[config.mk]
export PLATFORM = sky130hd
export DESIGN_NAME = pong_btn_cond_flat
export DESIGN_NICKNAME = d
export VERILOG_FILES = /design/src/rtl/pong_pkg.sv /design/src/rtl/pong_btn_cond_if.sv /design/src/rtl/pong_debounce.sv /design/src/rtl/pong_btn_cond.sv /design/src/flat_wrapper.sv
export SDC_FILE = /design/constraint.sdc
export NUM_CORES = 1
export LEC_CHECK = 0
export ABC_AREA = 1
export BUFFER_PORTS_ARGS = -buffer_cell sky130_fd_sc_hd__buf_2
export CAP_MARGIN = 15
export CORE_UTILIZATION = 50
export DETAILED_ROUTE_END_ITERATION = 6
export PLACE_DENSITY = 0.64
export SLEW_MARGIN = 40
export SYNTH_ARGS = -nofsm -noshare
export SYNTH_HDL_FRONTEND = slang
export SYNTH_SLANG_ARGS = --single-unit
[constraint.sdc]
create_clock -name clk_pix -period 1.91 [get_ports clk_pix]
set_clock_uncertainty 0.1 [all_clocks]
set_input_delay 0.382 -clock clk_pix [delete_from_list [all_inputs] [get_ports clk_pix]]
set_output_delay 0.382 -clock clk_pix [all_outputs]
set_load 0.005 [all_outputs]
[src/rtl/pong_pkg.sv]
// Shared types and defaults for the pong button conditioning block.
// Optional auto-repeat is enabled with PONG_BTN_AUTOREPEAT_EN.
package pong_pkg;

  typedef enum logic [1:0] {
    IDLE        = 2'd0,
    CONFIRM_ON  = 2'd1,
    PRESSED     = 2'd2,
    CONFIRM_OFF = 2'd3
  } btn_state_t;

  localparam int BTN_U = 0;
  localparam int BTN_D = 1;
  localparam int BTN_L = 2;
  localparam int BTN_R = 3;
  localparam int BTN_C = 4;

  localparam int N_BTN_DEF         = 5;
  localparam int DEBOUNCE_DEF      = 250000;
  localparam int REPEAT_DELAY_DEF  = 30;
  localparam int REPEAT_PERIOD_DEF = 6;

endpackage

[src/rtl/pong_btn_cond_if.sv]
// Raw button inputs and conditioned strobes between the board pins
// and the game logic.
interface pong_btn_cond_if #(
  parameter int N_BTN = 5
);
  logic [N_BTN-1:0] btn_raw;
  logic             frame_tick;
  logic [N_BTN-1:0] btn_level;
  logic [N_BTN-1:0] btn_press;
  logic [N_BTN-1:0] btn_release;
  logic [N_BTN-1:0] btn_frame;
  logic [N_BTN-1:0] btn_repeat;

  modport master (
    output btn_raw, frame_tick,
    input  btn_level, btn_press, btn_release,
    input  btn_frame, btn_repeat
  );

  modport slave (
    input  btn_raw, frame_tick,
    output btn_level, btn_press, btn_release,
    output btn_frame, btn_repeat
  );
endinterface

[src/rtl/pong_debounce.sv]
// One button channel: synchronizer, debounce FSM, strobes, frame flag.
// Auto-repeat strobes only when PONG_BTN_AUTOREPEAT_EN is defined.
module pong_debounce
  import pong_pkg::*;
#(
  parameter int DEBOUNCE_CYCLES = DEBOUNCE_DEF,
  parameter int REPEAT_DELAY    = REPEAT_DELAY_DEF,
  parameter int REPEAT_PERIOD   = REPEAT_PERIOD_DEF
) (
  input  logic clk_pix,
  input  logic reset,
  input  logic raw,
  input  logic frame_tick,
  output logic level,
  output logic press,
  output logic rel,
  output logic frame,
  output logic rpt
);

  localparam int CW = (DEBOUNCE_CYCLES > 1) ? $clog2(DEBOUNCE_CYCLES) : 1;
  localparam logic [CW-1:0] CNT_MAX = CW'(DEBOUNCE_CYCLES - 1);

  if (DEBOUNCE_CYCLES < 2 || REPEAT_DELAY < 1 || REPEAT_PERIOD < 1)
  begin : g_bad_cfg
    $error("pong_debounce: invalid timing parameters");
  end

  logic          s1, s2;
  btn_state_t    st, st_nxt;
  logic [CW-1:0] cnt, cnt_nxt;
  logic          lvl_nxt;

  always_comb begin
    st_nxt  = st;
    cnt_nxt = cnt;
    unique case (st)
      IDLE: begin
        if (s2) begin
          st_nxt  = CONFIRM_ON;
          cnt_nxt = '0;
        end
      end
      CONFIRM_ON: begin
        if (!s2)                st_nxt  = IDLE;
        else if (cnt == CNT_MAX) st_nxt = PRESSED;
        else                    cnt_nxt = cnt + 1'b1;
      end
      PRESSED: begin
        if (!s2) begin
          st_nxt  = CONFIRM_OFF;
          cnt_nxt = '0;
        end
      end
      CONFIRM_OFF: begin
        if (s2)                  st_nxt  = PRESSED;
        else if (cnt == CNT_MAX) st_nxt  = IDLE;
        else                     cnt_nxt = cnt + 1'b1;
      end
      default: st_nxt = IDLE;
    endcase
  end

  assign lvl_nxt = (st_nxt == PRESSED) || (st_nxt == CONFIRM_OFF);

  always_ff @(posedge clk_pix) begin
    if (reset) begin
      s1    <= 1'b0;
      s2    <= 1'b0;
      st    <= IDLE;
      cnt   <= '0;
      level <= 1'b0;
      press <= 1'b0;
      rel   <= 1'b0;
      frame <= 1'b0;
    end else begin
      s1    <= raw;
      s2    <= s1;
      st    <= st_nxt;
      cnt   <= cnt_nxt;
      level <= lvl_nxt;
      press <= lvl_nxt & ~level;
      rel   <= ~lvl_nxt & level;
      // a new press beats a frame tick in the same cycle
      frame <= press | (frame & ~frame_tick);
    end
  end

`ifdef PONG_BTN_AUTOREPEAT_EN
  localparam int FW = $clog2(REPEAT_DELAY + 1);
  localparam int PW = (REPEAT_PERIOD > 1) ? $clog2(REPEAT_PERIOD) : 1;
  localparam logic [FW-1:0] FMAX = FW'(REPEAT_DELAY);
  localparam logic [PW-1:0] PMAX = PW'(REPEAT_PERIOD - 1);

  logic [FW-1:0] fcnt;
  logic [PW-1:0] pcnt;
  logic          rpt_q;

  // fcnt saturates at the delay; pcnt then paces the periodic strobes
  always_ff @(posedge clk_pix) begin
    if (reset || press) begin
      fcnt  <= '0;
      pcnt  <= '0;
      rpt_q <= 1'b0;
    end else begin
      rpt_q <= 1'b0;
      if (frame_tick && st == PRESSED) begin
        if (fcnt != FMAX) begin
          fcnt  <= fcnt + 1'b1;
          rpt_q <= (fcnt == FMAX - 1'b1);
        end else if (pcnt == PMAX) begin
          pcnt  <= '0;
          rpt_q <= 1'b1;
        end else begin
          pcnt  <= pcnt + 1'b1;
        end
      end
    end
  end

  assign rpt = press | rpt_q;
`else
  assign rpt = press;
`endif

endmodule

[src/rtl/pong_btn_cond.sv]
// Conditions the five board buttons {C,R,L,D,U} for the game logic.
// Auto-repeat strobes only when PONG_BTN_AUTOREPEAT_EN is defined.
module pong_btn_cond
  import pong_pkg::*;
#(
  parameter int N_BTN           = N_BTN_DEF,
  parameter int DEBOUNCE_CYCLES = DEBOUNCE_DEF,
  parameter int REPEAT_DELAY    = REPEAT_DELAY_DEF,
  parameter int REPEAT_PERIOD   = REPEAT_PERIOD_DEF
) (
  input logic            clk_pix,
  input logic            reset,
  pong_btn_cond_if.slave btn
);

  for (genvar i = 0; i < N_BTN; i++) begin : g_ch
    pong_debounce #(
      .DEBOUNCE_CYCLES (DEBOUNCE_CYCLES),
      .REPEAT_DELAY    (REPEAT_DELAY),
      .REPEAT_PERIOD   (REPEAT_PERIOD)
    ) u_db (
      .clk_pix    (clk_pix),
      .reset      (reset),
      .raw        (btn.btn_raw[i]),
      .frame_tick (btn.frame_tick),
      .level      (btn.btn_level[i]),
      .press      (btn.btn_press[i]),
      .rel        (btn.btn_release[i]),
      .frame      (btn.btn_frame[i]),
      .rpt        (btn.btn_repeat[i])
    );
  end

endmodule
[src/flat_wrapper.sv]
// flat-port wrapper written by rule: the top's interface ports become plain ports
module pong_btn_cond_flat import pong_pkg::*;
#(
  parameter int N_BTN           = N_BTN_DEF,
  parameter int DEBOUNCE_CYCLES = DEBOUNCE_DEF,
  parameter int REPEAT_DELAY    = REPEAT_DELAY_DEF,
  parameter int REPEAT_PERIOD   = REPEAT_PERIOD_DEF
)
  (clk_pix, reset, btn_btn_raw, btn_frame_tick, btn_btn_level, btn_btn_press, btn_btn_release, btn_btn_frame, btn_btn_repeat);
  pong_btn_cond_if #(.N_BTN(N_BTN)) btn_i ();
  input logic clk_pix;
  input logic reset;
  input wire logic [$bits(btn_i.btn_raw)-1:0] btn_btn_raw;
  input wire logic [$bits(btn_i.frame_tick)-1:0] btn_frame_tick;
  output wire logic [$bits(btn_i.btn_level)-1:0] btn_btn_level;
  output wire logic [$bits(btn_i.btn_press)-1:0] btn_btn_press;
  output wire logic [$bits(btn_i.btn_release)-1:0] btn_btn_release;
  output wire logic [$bits(btn_i.btn_frame)-1:0] btn_btn_frame;
  output wire logic [$bits(btn_i.btn_repeat)-1:0] btn_btn_repeat;
  assign btn_i.btn_raw = btn_btn_raw;
  assign btn_i.frame_tick = btn_frame_tick;
  assign btn_btn_level = btn_i.btn_level;
  assign btn_btn_press = btn_i.btn_press;
  assign btn_btn_release = btn_i.btn_release;
  assign btn_btn_frame = btn_i.btn_frame;
  assign btn_btn_repeat = btn_i.btn_repeat;
  pong_btn_cond #(.N_BTN(N_BTN), .DEBOUNCE_CYCLES(DEBOUNCE_CYCLES), .REPEAT_DELAY(REPEAT_DELAY), .REPEAT_PERIOD(REPEAT_PERIOD)) u_core (.clk_pix(clk_pix), .reset(reset), .btn(btn_i));
endmodule
# ---- Word level (Yosys, flattened, before mapping)
# Cells that the tools add are included.
dict set report totals {
  regBits 130
  latchBits 0
  ram_bits 0
  rom_bits 0
  output_inout_bits 25
  elab_cells 206
  mem_count 0
}
dict set report op_classes {
  n_addsub 5
  mul 0
  div_mod_pow 0
  order_cmp 0
  n_eq_ne 50
  shifts 0
  mux 65
  bitwise_logic 31
  reduce_logical 15
}
# cell n
set op_table {}
lappend op_table {{$mux W18} 25}
lappend op_table {{$pmux W18 S4} 5}
lappend op_table {{$add A18 B1 Y18 const B} 5}
lappend op_table {{$eq A18 B18 Y1 const B} 5}
lappend op_table {{$mux W2} 30}
lappend op_table {{$eq A2 B2 Y1 const B} 20}
lappend op_table {{$ne A2 B2 Y1 const B} 20}
lappend op_table {{$pmux W2 S4} 5}
lappend op_table {{$reduce_and A4 Y1} 5}
lappend op_table {{$and A1 B1 Y1} 15}
lappend op_table {{$not A1 Y1} 11}
lappend op_table {{$eq A2 B1 Y1 const B} 5}
lappend op_table {{$logic_not A2 Y1} 5}
lappend op_table {{$logic_or A1 B1 Y1} 5}
lappend op_table {{$or A1 B1 Y1} 5}

# ---- Longest topological paths before layout
# Gate-level depths: netlist (run 1).
dict set report depth {
  depth_word 8
  depth_mapped 11
  depth_no_buf 10
}

# ---- Cells and area by module
# From an unflattened synthesis (run 1), not the netlist that was laid out.
dict set report unflattened {
  cells_unflattened 1002
  area_unflattened_um2 6770.2
}
# module n_inst cells_each area_each_um2 seq_area_each_um2
set modules_own_cells {}
lappend modules_own_cells {{pong_debounce at u_core.g_ch[0].u_db ...} 4 202 1353.8 500.5}
lappend modules_own_cells {{pong_debounce at u_core.g_ch[4].u_db} 1 194 1355.0 520.5}

# ---- Worst setup path before layout (run 1)
# Ideal clock, no wire load.
dict set report synth_path {
  path_kind {register to register}
  from {register u_core.g_ch[1].u_db.cnt[0]}
  to {register u_core.g_ch[1].u_db.cnt[13]}
  setup_time_ns 0.128
  arrival_time_ns 1.410
  slack_ns 0.272
  path_stages_with_launch 10
  path_cell_list {dfxtp_1 -> ha_1 -> inv_1 -> nor2_2 -> nand3_2 -> nand2_2 -> buf_6 -> nor2_1 -> nor2_1 -> nor2_1}
}
dict set report synth_via {
  elab_chain_cells 4
}
# element line_no
set synth_rtl {}
lappend synth_rtl {{start: declaration} pong_debounce.sv:31} ;# logic [CW-1:0] cnt, cnt_nxt;
lappend synth_rtl {{start signal: assignment} pong_debounce.sv:80} ;# cnt <= cnt_nxt;
lappend synth_rtl {{$add A18 B1 Y18 / $eq A18 B18 Y1 (equally long branches)} n/a}
lappend synth_rtl {{$mux W18 (*)} {pong_debounce.sv:46, pong_debounce.sv:57}}
lappend synth_rtl {{$mux W18, on equally long branches} {pong_debounce.sv:56, pong_debounce.sv:45}}
lappend synth_rtl {{$pmux W18 S4 (*)} pong_debounce.sv:37} ;# unique case (st)
# Mark *: on every way between the ends. The rest lies on a longest branch, timed or not. The select of a mux whose other input is x is not followed.
# A chain may end at the register's enable or synchronous reset.

# ---- Final worst setup path (run 1)
dict set report layout_path {
  from {register u_core.g_ch[0].u_db.cnt[0]}
  to {register u_core.g_ch[0].u_db.rel}
}
dict set report layout_via {
  elab_chain_cells 8
}
# element line_no
set layout_rtl {}
lappend layout_rtl {{start: declaration} pong_debounce.sv:31}
lappend layout_rtl {{start signal: assignment} pong_debounce.sv:80}
lappend layout_rtl {{$eq A18 B18 Y1 (*)} {pong_debounce.sv:46, pong_debounce.sv:57}}
lappend layout_rtl {{$mux W2, on equally long branches} {pong_debounce.sv:57, pong_debounce.sv:46}}
lappend layout_rtl {{$mux W2, on equally long branches} {pong_debounce.sv:56, pong_debounce.sv:45}}
lappend layout_rtl {{$pmux W2 S4 (*)} pong_debounce.sv:37}
lappend layout_rtl {{$eq A2 B2 Y1} pong_debounce.sv:64} ;# assign lvl_nxt = (st_nxt == PRESSED) || (st_nxt == CONFIRM_OFF);
lappend layout_rtl {{$logic_or A1 B1 Y1 (*)} pong_debounce.sv:64}
lappend layout_rtl {{$not A1 Y1 (*)} pong_debounce.sv:83} ;# rel <= ~lvl_nxt & level;
lappend layout_rtl {{$and A1 B1 Y1 (*)} pong_debounce.sv:83}
lappend layout_rtl {{end signal: assignment} pong_debounce.sv:83}
lappend layout_rtl {{end: declaration} pong_debounce.sv:16} ;# output logic rel,
# Mark *: on every way between the ends. The rest lies on a longest branch, timed or not.

==> flow_metrics.tcl, run 1 <==
set metrics [dict create \
    status "finished, final reports clean" \
    crit_path_top_delay_cell "dfxtp_1" \
    synth_area_mm2 0.007023 \
    crit_arrival_ps 2030 \
    p_leak_nw 3.263 \
    clockBufferDepth 2 \
    cts_tree "built" \
    drt_wl_total_um 16280 \
    slowest_delay_ps 360 \
    r2r_cells 8 \
    synth_top_cell_area_share_pct 37.06 \
    clk_latency_ps 420 \
    worstPathRequired_ps 2170 \
    critical_path_class "flip-flop to flip-flop" \
    die_x_um 120.5 \
    firstDrtPassIters 5 \
    maxClockFrequency_mhz 565.7 \
    power_mw 6.341 \
    whs_endpoint "u_core.g_ch[2].u_db.s1" \
    cp_max_fo 6 \
    worst_path_most_repeated_cell "nor2_1" \
    mostFrequentLayoutCells "286 x nand2_1, 212 x nor2_1, 130 x dfxtp_1" \
    die_area_mm2 0.01452 \
    synth_seq_cells 130 \
    fillers 1321 \
    min_path_cells 3 \
    ir_worst_vdd_uv 675.2 \
    die_h_um 120.5 \
    gr-usage-met2_pct 36.21 \
    first_iter_violations 489 \
    use_met3_pct 4.953 \
    initial_core_util_pct 52.20 \
    regToRegEndpoint "u_core.g_ch[0].u_db.rel" \
    globalplace.congestion 0.8936 \
    ys_top_cells_by_area "dfxtp_1 37%, nand2_1 15%, nor2_1 12%" \
    met1_usage_pct 32.33 \
    seq_area_frac_synth_pct 37.06 \
    power_density_mw_per_mm2 787.1 \
    setup_viol 0 \
    num_vias 6687 \
    overflow 0 \
    maxSlewHeadroom_pct 68.34 \
    hold_violations 0 \
    place_hpwl_um 11170 \
    crit_path_end_kind "flip-flop" \
    ios 33 \
    regToRegStartpoint "u_core.g_ch[0].u_db.cnt[0]" \
    cts_sinks 130 \
    layout_commonest_cell "nand2_1" \
    drc 0 \
    yosys.area.top_type "dfxtp_1" \
    synth.distinct_cells 26 \
    clkTransAtPathRegs_ps 60 \
    r2r_setup_slack_ps 140 \
    grt_use_total_pct 23.24 \
    final_antenna_net_count 0 \
    synth_nets 1118 \
    port_buffers 32 \
    regArea_mm2 0.002603 \
    core_mm2 0.01345 \
    timing.hold.ws_ps 62.29 \
    hp-class "input pin to flip-flop" \
    netlist_instances 1105 \
    grt_max_degree 81 \
    maxCapViolCount 0 \
    h-tree-depth 4 \
    fin_nets 1157 \
    root_buffer "clkbuf_16" \
    tightest_slew_ps 473.2 \
    antenna_found_initial 0 \
    worst_setup_path_start_kind "flip-flop" \
    cts_buffers 17 \
    grt-busiest-layer "met2" \
    wire_per_inst_um 12.21 \
    grt_pass1_wl_um 27390 \
    syn2layout_area_growth_pct 14.72 \
    multi_input_area_mm2 0.003660 \
    min_from "btn_btn_raw[2]" \
    post_drt_via_cell_ratio 5.017 \
    rows 42 \
    avgSynthCellArea_um2 6.356 \
    critPathTopFamily "simple AND/OR/NAND/NOR gates" \
    finalCriticalPeriod_ps 1768 \
    yosys_warnings 0 \
    drive_gt1_share_pct 11.41 \
    n_antenna_cell 0 \
    min_period_over_period_pct 92.56 \
    slew_viol_final 0 \
    grt_pass1_vias 5903 \
    crit_chain "ha_1 > nand3_1 > nor2_1 > nand3_2 > buf_4 > o21ai_1 > nand2_1 > nor2_1" \
    path_buf_inv 1 \
]
synthesized netlist by cell type:
cell type / instances
dfxtp_1: 130
nor2_4: 1
nor3_1: 6
nor3b_1: 1
nor2_2: 3
nand2_1: 287
o21bai_1: 2
nand3_2: 5
nand2_2: 4
inv_2: 3
o21ai_1: 1
a21oi_1: 76
buf_6: 1
xor2_1: 29
or2_2: 6
o21ai_0: 6
inv_1: 124
nand3_1: 102
buf_2: 6
ha_1: 5
nand4_1: 43
and2_1: 1
xor2_2: 1
buf_4: 30
clkbuf_1: 16
nor2_1: 216
flip-flops by register name, indices dropped and copies added (netlist names):
| register | flops |
|---|---|
| u_core.g_ch.u_db.s1 | 5 |
| u_core.g_ch.u_db.press | 5 |
| u_core.g_ch.u_db.level | 5 |
| u_core.g_ch.u_db.frame | 5 |
| u_core.g_ch.u_db.cnt | 90 |
| u_core.g_ch.u_db.s2 | 5 |
| u_core.g_ch.u_db.st | 10 |
| u_core.g_ch.u_db.rel | 5 |
logic make-up (layout without fill, tap and decap cells):
kind of cell,count (synthesis),in the layout,synth area share [%]
buffers and inverters,180,232,11.44
AND/OR/NAND/NOR,675,675,40.64
XOR/XNOR,30,30,3.848
adder cells (fa/ha/maj),5,5,0.8908
AO/OA/AOI/OAI,85,85,6.128
flip-flops,130,130,37.06
per-layer routing:
metal	routed length (µm)	vias to the layer above
met5	0	-
met4	180	0
met3	724	20
met2	7269	146
met1	8106	2968
li1	-	3553
worst max-delay path by stage:
| stage | start | end | depth (start not counted) | slack (ps) |
|---|---|---|---|---|
| 6_report | u_core.g_ch[0].u_db.cnt[0] | u_core.g_ch[0].u_db.rel | 8 | 140 |
| 5_1_grt | u_core.g_ch[1].u_db.cnt[0] | u_core.g_ch[1].u_db.cnt[17] | 9 | -2 |
| 4_1_cts | u_core.g_ch[2].u_db.cnt[0] | u_core.g_ch[2].u_db.cnt[8] | 8 | 80 |
| 3_5_place_dp | u_core.g_ch[2].u_db.cnt[0] | u_core.g_ch[2].u_db.cnt[8] | 8 | 100 |
| 3_3_place_gp | u_core.g_ch[0].u_db.cnt[0] | u_core.g_ch[0].u_db.cnt[13] | 8 | 110 |
| 2_1_floorplan | u_core.g_ch[1].u_db.cnt[0] | u_core.g_ch[1].u_db.cnt[13] | 9 | 270 |
worst reg2reg max path, delay by kind of cell (launching register included):
family                     cells  cell delay [ps]
and+or+nand+nor                5              610
DFF                            1              360
AOI/OAI and AO/OA              1              250
adders and majority gates      1              220
buffers and inverters          1              170
layout make-up:
type / count / area share, %
Multi-Input combinational cell: 795 / 45.43
Sequential cell: 130 / 32.30
Timing Repair Buffer: 73 / 5.964
Inverter: 127 / 5.917
Clock buffer: 18 / 5.327
Tap cell: 176 / 2.733
Clock inverter: 14 / 2.330
power by group:
group	leakage (nW)	switching (mW)	internal [mW]	total (mW)
registers	1.05	0.0125	2.73	2.74
logic	1.92	0.134	0.0508	0.185
clock network	0.292	1.24	2.18	3.41
timing repair:
action | CTS | global route
setup endpoints to repair | 0 | 40
hold buffers | 0 | 0
buffers inserted | 0 | 2
resized for setup | 0 | 11
metrics by stage:
stage / setup slack, ps / cells / setup TNS (ps) / utilization, % / cell area (µm²)
final: 142.2 / 1333 / 0 / 59.89 / 8056
after CTS: 77.73 / 1331 / 0 / 59.46 / 7999
after detailed placement: 97.56 / 1299 / 0 / 54.87 / 7382
after global placement: 113.7 / 1299 / 0 / 54.87 / 7382
after global routing: -2.456 / 1333 / -2.456 / 59.89 / 8056
after floorplan: 272.1 / 1105 / 0 / - / 7023
(Power assumes the default switching activity.)
==> run 2, diff against run 1 <==
==> constraint.sdc (replaced) <==
create_clock -name clk_pix -period 2.2 [get_ports clk_pix]
set_clock_uncertainty 0.1 [all_clocks]
set_input_delay 0.44 -clock clk_pix [delete_from_list [all_inputs] [get_ports clk_pix]]
set_output_delay 0.44 -clock clk_pix [all_outputs]
set_load 0.005 [all_outputs]
==> flow_metrics.tcl, run 2 (synthesized netlist as in run 1, its figures left out) <==
set metrics [dict create \
    status "finished, final reports clean" \
    drive_gt1_share_pct 9.339 \
    crit_arrival_ps 2180 \
    rsz0062_at_grt "false" \
    final_util_pct 58.70 \
    antenna_found_initial 0 \
    path_buf_inv 2 \
    worstPathRequired_ps 2390 \
    crit_path_end_kind "flip-flop" \
    mostFrequentLayoutCells "287 x nand2_1, 216 x nor2_1, 130 x dfxtp_1" \
    drt_wl_total_um 15550 \
    root_buffer "clkbuf_16" \
    maxCapViolCount 0 \
    grt_pass1_vias 5747 \
    power_frac_clock_pct 55.2 \
    dp_slack_ps 271.3 \
    largest_register_ffs 90 \
    tightest_slew_ps 441.1 \
    drc 0 \
    maxSlewHeadroom_pct 70.49 \
    min_period_over_period_pct 90.22 \
    post_drt_via_cell_ratio 4.967 \
    multi_input_area_mm2 0.003617 \
    min_path_cells 3 \
    core_mm2 0.01345 \
    final_area_mm2 0.007896 \
    worst_setup_path_start_kind "flip-flop" \
    comb_power_share_pct 2.7 \
    slowest_delay_ps 400 \
    num_vias 6512 \
    layout_setup_ws_ps 215.2 \
    fillers 1342 \
    clkTransAtPathRegs_ps 60 \
    overflow 0 \
    r2r_setup_slack_ps 220 \
    grt_max_degree 81 \
    cts_sinks 130 \
    top_register "u_core.g_ch.u_db.cnt" \
    largestRegisters "u_core.g_ch.u_db.cnt: 90 flops, u_core.g_ch.u_db.st: 10 flops" \
    regArea_mm2 0.002603 \
    finalCriticalPeriod_ps 1985 \
    firstDrtPassIters 5 \
    placed_area_mm2 0.007232 \
    power_density_mw_per_mm2 716.7 \
    rows 42 \
    n_antenna_cell 0 \
    ctsHoldBuffers 0 \
    h-tree-depth 4 \
    die_h_um 120.5 \
    ir_worst_vdd_uv 605.4 \
    port_buffers 32 \
    post_cts_buffers 0 \
    dp_cells 1279 \
    globalplace.congestion 0.8741 \
    crit_chain "ha_1 > nand3_1 > inv_1 > nand3_2 > nand2_2 > inv_1 > nand2_1 > a21oi_1" \
    p_int_mw 4.466 \
    timing.hold.ws_ps 123.9 \
    layout_commonest_cell "nand2_1" \
    hold_violations 0 \
    cts_resized 0 \
    grt_use_total_pct 23.06 \
    die_area_mm2 0.01452 \
    first_iter_violations 525 \
    wire_per_inst_um 11.86 \
    critPathTopFamily "simple AND/OR/NAND/NOR gates" \
    worst_path_most_repeated_cell "inv_1" \
    cts_tree "built" \
    hp-class "input pin to flip-flop" \
    setup_viol 0 \
    clk_latency_ps 420 \
    p_switching_mw 1.193 \
    place_hpwl_um 10840 \
    critical_path_class "flip-flop to flip-flop" \
    clockBufferDepth 2 \
    slew_viol_final 0 \
    initial_core_util_pct 52.20 \
    grt_pass1_wl_um 26990 \
    p_leak_nw 3.178 \
    pwr-share-seq_pct 42.1 \
    finalNonFillerCells 1311 \
    cp_max_fo 9 \
    fin_nets 1135 \
    path_depth 8 \
    die_x_um 120.5 \
    ios 33 \
    cts_buffers 17 \
    fin_setup_tns_ps 0 \
    power_mw 5.660 \
    syn2layout_area_growth_pct 12.44 \
    r2r_cells 8 \
    maxClockFrequency_mhz 503.8 \
    final_antenna_net_count 0 \
    crit_path_top_delay_cell "dfxtp_1" \
    switching_share_pct 21.08 \
]
run 2: cell count changes in the layout (fill, tap and decap cells not counted), sizes merged:
| cell | previous run | this run |
|---|---|---|
| buf | 73 | 51 |
| clkbuf | 18 | 22 |
| clkinv | 5 | 2 |
| clkinvlp | 4 | 2 |
| inv | 128 | 129 |
run 2: path summary, 6_finish.rpt:
path | endpoint | startpoint
max | u_core.g_ch[4].u_db.cnt[9] | u_core.g_ch[4].u_db.cnt[0]
min | u_core.g_ch[4].u_db.s1 | btn_btn_raw[4]
max reg2reg | u_core.g_ch[4].u_db.cnt[9] | u_core.g_ch[4].u_db.cnt[0]
min reg2reg | u_core.g_ch[3].u_db.s2 | u_core.g_ch[3].u_db.s1
run 2: power by group through the flow:
stage | logic, mW | registers, mW | clock network [mW]
3_5_place_dp | 0.151 | 2.43 | 0
6_report | 0.150 | 2.38 | 3.13
4_1_cts | 0.152 | 2.38 | 3.18
2_1_floorplan | 0.104 | 2.43 | 0
5_1_grt | 0.169 | 2.38 | 3.28
3_3_place_gp | 0.151 | 2.43 | 0
run 2: routing by layer:
layer / up-vias / share of wire (%) / track usage, %
li1: 3502 / - / -
met1: 2873 / 51 / 32.79
met2: 124 / 43 / 34.16
met3: 13 / 4.2 / 4.953
met4: 0 / 1.0 / 8.333
met5: - / 0 / 0
run 2: worst register-to-register path, delay by kind of cell, from the launching register on:
| family | cells | cell delay [ps] |
|---|---|---|
| and+or+nand+nor | 4 | 680 |
| DFF | 1 | 400 |
| buffers and inverters | 2 | 360 |
| adders and majority gates | 1 | 270 |
| AOI/OAI and AO/OA | 1 | 60 |
run 2: layout make-up:
cell class | instances | share of cell area [%]
Timing Repair Buffer | 51 | 3.993
Inverter | 127 | 6.037
Clock buffer | 22 | 6.259
Multi-Input combinational cell | 795 | 45.81
Clock inverter | 10 | 2.155
Sequential cell | 130 | 32.96
Tap cell | 176 | 2.789
